[src/rtl/servo_ramp_sequencer.sv]
// Command-driven slew sequencer feeding the 4-channel servo PWM stage.
// Optional build macro SERVO_SOFTLIMIT_EN clamps move codes to [LIM_LO, LIM_HI].
module servo_ramp_sequencer #(
  parameter int TICK_DIV    = 1_000_000,
  parameter int ONTIME_MIN  = 50_000,
  parameter int ONTIME_STEP = 3_333,
  parameter int RAMP_STEP   = 1_000,
  parameter int LIM_LO      = 0,
  parameter int LIM_HI      = 15
) (
  input  logic         clk,
  input  logic         rst_n,
  input  logic         cmd_valid,
  output logic         cmd_ready,
  input  logic [1:0]   cmd_ch,
  input  logic         cmd_op,
  input  logic [3:0]   cmd_angle,
  output logic [111:0] ontime,
  output logic [3:0]   ontime_load,
  output logic [3:0]   enable,
  output logic [3:0]   busy,
  output logic         frame_tick
);

  localparam int DATA_W = 28;
  localparam int CNT_W  = (TICK_DIV > 1) ? $clog2(TICK_DIV) : 1;
  localparam logic [DATA_W-1:0] CENTRE  = DATA_W'(ONTIME_MIN + 8 * ONTIME_STEP);
  localparam logic [DATA_W-1:0] STEP_MX = DATA_W'(RAMP_STEP);

`ifdef SERVO_SOFTLIMIT_EN
  localparam bit SOFTLIMIT = 1'b1;
`else
  localparam bit SOFTLIMIT = 1'b0;
`endif
  localparam logic [3:0] CODE_LO = SOFTLIMIT ? 4'(LIM_LO) : 4'd0;
  localparam logic [3:0] CODE_HI = SOFTLIMIT ? 4'(LIM_HI) : 4'd15;

  typedef enum logic [2:0] {IDLE, SCAN0, SCAN1, SCAN2, SCAN3} state_t;

  state_t            state, state_nxt;
  logic [CNT_W-1:0]  frame_cnt;
  logic [DATA_W-1:0] cur [4];
  logic [DATA_W-1:0] tgt [4];
  logic              init_flag;
  logic              accept;
  logic              scan_act;
  logic [1:0]        scan_ch;
  logic [DATA_W-1:0] slew_val;

  function automatic logic [3:0] clamp_code(input logic [3:0] code);
    if (code < CODE_LO) return CODE_LO;
    if (code > CODE_HI) return CODE_HI;
    return code;
  endfunction

  function automatic logic [DATA_W-1:0] code_to_ontime(input logic [3:0] code);
    return DATA_W'(ONTIME_MIN) + DATA_W'(code) * DATA_W'(ONTIME_STEP);
  endfunction

  // Bounded step toward the target; the final step lands exactly on it.
  function automatic logic [DATA_W-1:0] slew(input logic [DATA_W-1:0] c,
                                             input logic [DATA_W-1:0] t);
    if (c < t) return ((t - c) > STEP_MX) ? c + STEP_MX : t;
    if (c > t) return ((c - t) > STEP_MX) ? c - STEP_MX : t;
    return c;
  endfunction

  assign frame_tick = (frame_cnt == CNT_W'(TICK_DIV - 1));
  assign accept     = cmd_valid & cmd_ready;
  assign slew_val   = slew(cur[scan_ch], tgt[scan_ch]);

  always_ff @(posedge clk or negedge rst_n) begin
    if (!rst_n)          frame_cnt <= '0;
    else if (frame_tick) frame_cnt <= '0;
    else                 frame_cnt <= frame_cnt + CNT_W'(1);
  end

  always_ff @(posedge clk or negedge rst_n) begin
    if (!rst_n) state <= IDLE;
    else        state <= state_nxt;
  end

  always_comb begin
    state_nxt = state;
    case (state)
      IDLE:    if (frame_tick) state_nxt = SCAN0;
      SCAN0:   state_nxt = SCAN1;
      SCAN1:   state_nxt = SCAN2;
      SCAN2:   state_nxt = SCAN3;
      SCAN3:   state_nxt = IDLE;
      default: state_nxt = IDLE;
    endcase
  end

  always_comb begin
    scan_act  = 1'b0;
    scan_ch   = 2'd0;
    cmd_ready = rst_n & (state == IDLE) & ~frame_tick;
    case (state)
      SCAN0:   begin scan_act = 1'b1; scan_ch = 2'd0; end
      SCAN1:   begin scan_act = 1'b1; scan_ch = 2'd1; end
      SCAN2:   begin scan_act = 1'b1; scan_ch = 2'd2; end
      SCAN3:   begin scan_act = 1'b1; scan_ch = 2'd3; end
      default: ;
    endcase
  end

  // Commands only land in IDLE, so tgt is stable while a channel is scanned.
  always_ff @(posedge clk or negedge rst_n) begin
    if (!rst_n) begin
      for (int i = 0; i < 4; i++) begin
        cur[i] <= CENTRE;
        tgt[i] <= CENTRE;
      end
      enable    <= '0;
      init_flag <= 1'b1;
    end else begin
      if (accept) begin
        if (!cmd_op) begin
          tgt[cmd_ch]    <= code_to_ontime(clamp_code(cmd_angle));
          enable[cmd_ch] <= 1'b1;
        end else begin
          enable[cmd_ch] <= 1'b0;
        end
      end
      if (scan_act)        cur[scan_ch] <= slew_val;
      if (state == SCAN3)  init_flag    <= 1'b0;
    end
  end

  // The scanned channel shows its new value and strobe in the same cycle.
  always_comb begin
    ontime      = '0;
    ontime_load = '0;
    busy        = '0;
    for (int i = 0; i < 4; i++) begin
      busy[i] = (cur[i] != tgt[i]);
      if (scan_act && scan_ch == 2'(i)) begin
        ontime[i*DATA_W +: DATA_W] = slew_val;
        ontime_load[i]             = init_flag | (slew_val != cur[i]);
      end else begin
        ontime[i*DATA_W +: DATA_W] = cur[i];
      end
    end
  end

endmodule

[config.mk]
export PLATFORM = sky130hd
export DESIGN_NAME = servo_ramp_sequencer
export DESIGN_NICKNAME = d
export VERILOG_FILES = /design/src/rtl/servo_ramp_sequencer.sv
export SDC_FILE = /design/constraint.sdc
export NUM_CORES = 1
export LEC_CHECK = 0
export ABC_AREA = 1
export CAP_MARGIN = 15
export CORE_MARGIN = 2
export CORE_UTILIZATION = 40
export CTS_CLUSTER_SIZE = 30
export DETAILED_ROUTE_END_ITERATION = 8
export HOLD_SLACK_MARGIN = 0.02
export MAX_ROUTING_LAYER = met4
export PLACE_DENSITY = 0.63
export SYNTH_ARGS = -nofsm -noshare
export SYNTH_HDL_FRONTEND = slang
export SYNTH_SLANG_ARGS = --single-unit
[constraint.sdc]
create_clock -name clk -period 10.8 [get_ports clk]
set_clock_uncertainty 0.1 [all_clocks]
set_input_delay 2.16 -clock clk [delete_from_list [all_inputs] [get_ports clk]]
set_output_delay 2.16 -clock clk [all_outputs]
set_load 0.01 [all_outputs]
==> metrics.cfg <==
[min_path]
hp-class = reg2reg
holdPathStages = 1

[route]
vias_per_cell = 5.79
drc = 0
drtPass1Iterations = 7
drtAntennaViolNets = 0
vias = 21300
wl_per_cell_um = 25.2
totalWireLength_um = 92700
drt_iter0_drc = 2440

[timing]
tightest_slew_ps = 1030
max-slew-margin-rel_pct = 31.1
finalCritPeriodShare_pct = 96.2
final_max_slew_viol_count = 0
max_freq_mhz = 96.2
setup_ws_ps = 409
fin_crit_ps = 10390
finalHoldWorstSlack_ps = 381
finalHoldViolCount = 0
setup_tns_ps = 0
rsz0062_at_grt = no
setup_violations = 0

[synthesis]
synth_nets = 3011
syn_area_um2 = 18400
synth_edf_count = 0
ys_seq_elements = 208
postSynthCellCount = 2934
synth-main-ff-cell = dfrtp_1
synth_area_per_cell_um2 = 6.28
yosysWarnings = 0
synthArstFlopShare_pct = 100
synth_seq_area_share_pct = 28.8
synth.distinct_cells = 54

[cells_and_area]
area_delta_synth_final_pct = 16.1
layout.cells.non_filler = 3683
seqCellArea_um2 = 5300
nets = 3141
multi_input_area_um2 = 11300
utilization_pct = 47.1
fill_cells = 4779
layout-drive-gt1-share_pct = 8.27

[critical_path]
cp-endpoint = ontime_load[2]
cp-end-kind = output pin
critPathLaunch = state[2]$_DFFE_PN0P_
critical_path_required_ps = 8540
max_stage_delay_ps = 650
r2r-end = cur[86]$_DFFE_PN0P_
start_kind = flip-flop
crit_top_cell = nand2_1
critical_path_class = reg2out
cp.arrival_ps = 8130
critPathMaxFanout = 37
rrSetupSlack_ps = 4020
cp_slowest_cell = inv_2
rr_startpoint = state[2]$_DFFE_PN0P_
r2r_cells = 26

[global_route]
grt_max_degree = 104
grt_pass1_vias = 20000
grt.busiest_layer = met2
grt-ovfl-total = 0
met1_usage_pct = 49.2
met2_usage_pct = 61.3
antenna_found_initial = 1
grtUsageMet3_pct = 4.62
grt_pass1_wl_um = 134000
track_usage_pct = 39.4

[floorplan]
ios = 136
die_area_um2 = 47800
num_rows = 78
die_w_um = 219
die_h_um = 219
core_area_um2 = 45400
initial_core_util_pct = 40.6

[clocking]
ctsHoldBuffers = 0
ctsHtreeMaxLevel = 1
cts_root_buf = clkbuf_16
insertion_delay_ps = 560
clockBufferDepth = 3
cts_tree = done
cts_sinks = 208
cts_setup_buffers = 0
numCtsBuffers = 24
path_clk_slew_ps = 60

[placement]
placed_cells = 3636
hpwlAfterDp_um = 75900
dp_slack_ps = 1120
port_buffers = 135
globalplace.congestion = 1.12

[power_and_ir_drop]
power_density_nw_per_um2 = 143
p_leak_nw = 10.8
ir_drop_uv = 134

[run_status]
status = finished clean

[run]
drv_cap = 0

==> worst min path at each step <==
stage                                  from                 endpoint
global placement    frame_cnt[19]$_DFF_PN0_  frame_cnt[19]$_DFF_PN0_
finish              frame_cnt[19]$_DFF_PN0_  frame_cnt[19]$_DFF_PN0_
CTS                 frame_cnt[19]$_DFF_PN0_  frame_cnt[19]$_DFF_PN0_
global route        frame_cnt[19]$_DFF_PN0_  frame_cnt[19]$_DFF_PN0_
floorplan           frame_cnt[19]$_DFF_PN0_  frame_cnt[19]$_DFF_PN0_
detailed placement  frame_cnt[19]$_DFF_PN0_  frame_cnt[19]$_DFF_PN0_
==> layout by cell type, fill, tap and decap left out, types with 18 or more instances in the layout <==
cell type,instances
a21oi_1,103
nand2_2,26
nand4_1,65
o21ai_0,225
nor4_1,23
dfrtp_1,135
o21ai_1,18
ha_1,65
xor2_1,70
nand3_1,313
nor3_1,27
nor2_1,268
buf_4,48
nand2_1,869
clkdlybuf4s50_1,134
o22ai_1,42
nor2_2,21
inv_1,377
clkbuf_16,24
dfstp_2,73
==> Yosys cell counts, types with 13 or more instances <==
master / count / area (um^2)
dfstp_2: 73 / 1920
o22ai_1: 42 / 263
xnor2_1: 16 / 140
xor2_1: 70 / 613
nand3_1: 313 / 1570
nor3_1: 28 / 140
ha_1: 65 / 813
nor2_2: 21 / 131
o21ai_1: 18 / 90.1
o21a_1: 13 / 97.6
inv_1: 377 / 1420
clkbuf_1: 48 / 180
nor2_1: 269 / 1010
nand3b_1: 15 / 113
nor4_1: 23 / 144
nand2_1: 869 / 3260
a21oi_1: 103 / 515
buf_2: 18 / 90.1
inv_2: 14 / 52.6
nand4_1: 65 / 407
o21ai_0: 225 / 1130
dfrtp_1: 135 / 3380
nand2_2: 26 / 163
==> layer usage <==
| metal | part of all wire, % | up-vias | wire length, um |
|---|---|---|---|
| li1 | - | 9782 | - |
| met2 | 45 | 1183 | 41800 |
| met1 | 40 | 10100 | 37000 |
| met3 | 7.8 | 263 | 7220 |
| met5 | 0 | - | 0 |
| met4 | 7.2 | 0 | 6630 |
==> worst max-delay path: cells and delay by family, from the launching register on <==
family	cells	cell delay, ps
and+or+nand+nor	22	4010
AOI/OAI and AO/OA	4	960
buffers and inverters	7	1840
adders and majority gates	1	330
DFF	1	390
==> area by class of cell <==
type	instances	share of cell area, %
multi-input combinational	2249	52.7
sequential	208	24.8
timing repair buffer	185	8.22
inverter	396	6.95
tap	600	3.51
clock buffer	33	3.11
clock inverter	11	0.714
antenna	1	0.0117
==> timing repair <==
action / 4_1_cts / 5_1_grt
resized for setup: 0 / 1
setup endpoints to repair: 0 / 3
hold endpoints to repair: 0 / 0
==> registers in the layout (all words and copies together) (netlist names), named ones only <==
signal / cells
state: 3
cur: 112
frame_cnt: 20
tgt: 68
init_flag: 1
==> power by group <==
part,switching [W],internal (W)
sequential,0.0000872,0.000879
combinational,0.000879,0.000344
clock,0.000359,0.000505
==> metrics by stage <==
stage | area (um^2) | total power, W
finish | 21400 | 0.00305
global route | 21400 | 0.00320
CTS | 21300 | 0.00302
detailed placement | 20500 | 0.00216
global placement | 20500 | 0.00216
floorplan | 18400 | 0.00168
==> cells by family after synthesis <==
family,synth area share (%)
buffers and inverters,10.1
AOI/OAI and AO/OA,12.6
and+or+nand+nor,39.8
adders and majority gates,4.63
DFF,28.8
xor gates and xnor gates,4.18
(Power assumes the default switching activity.)
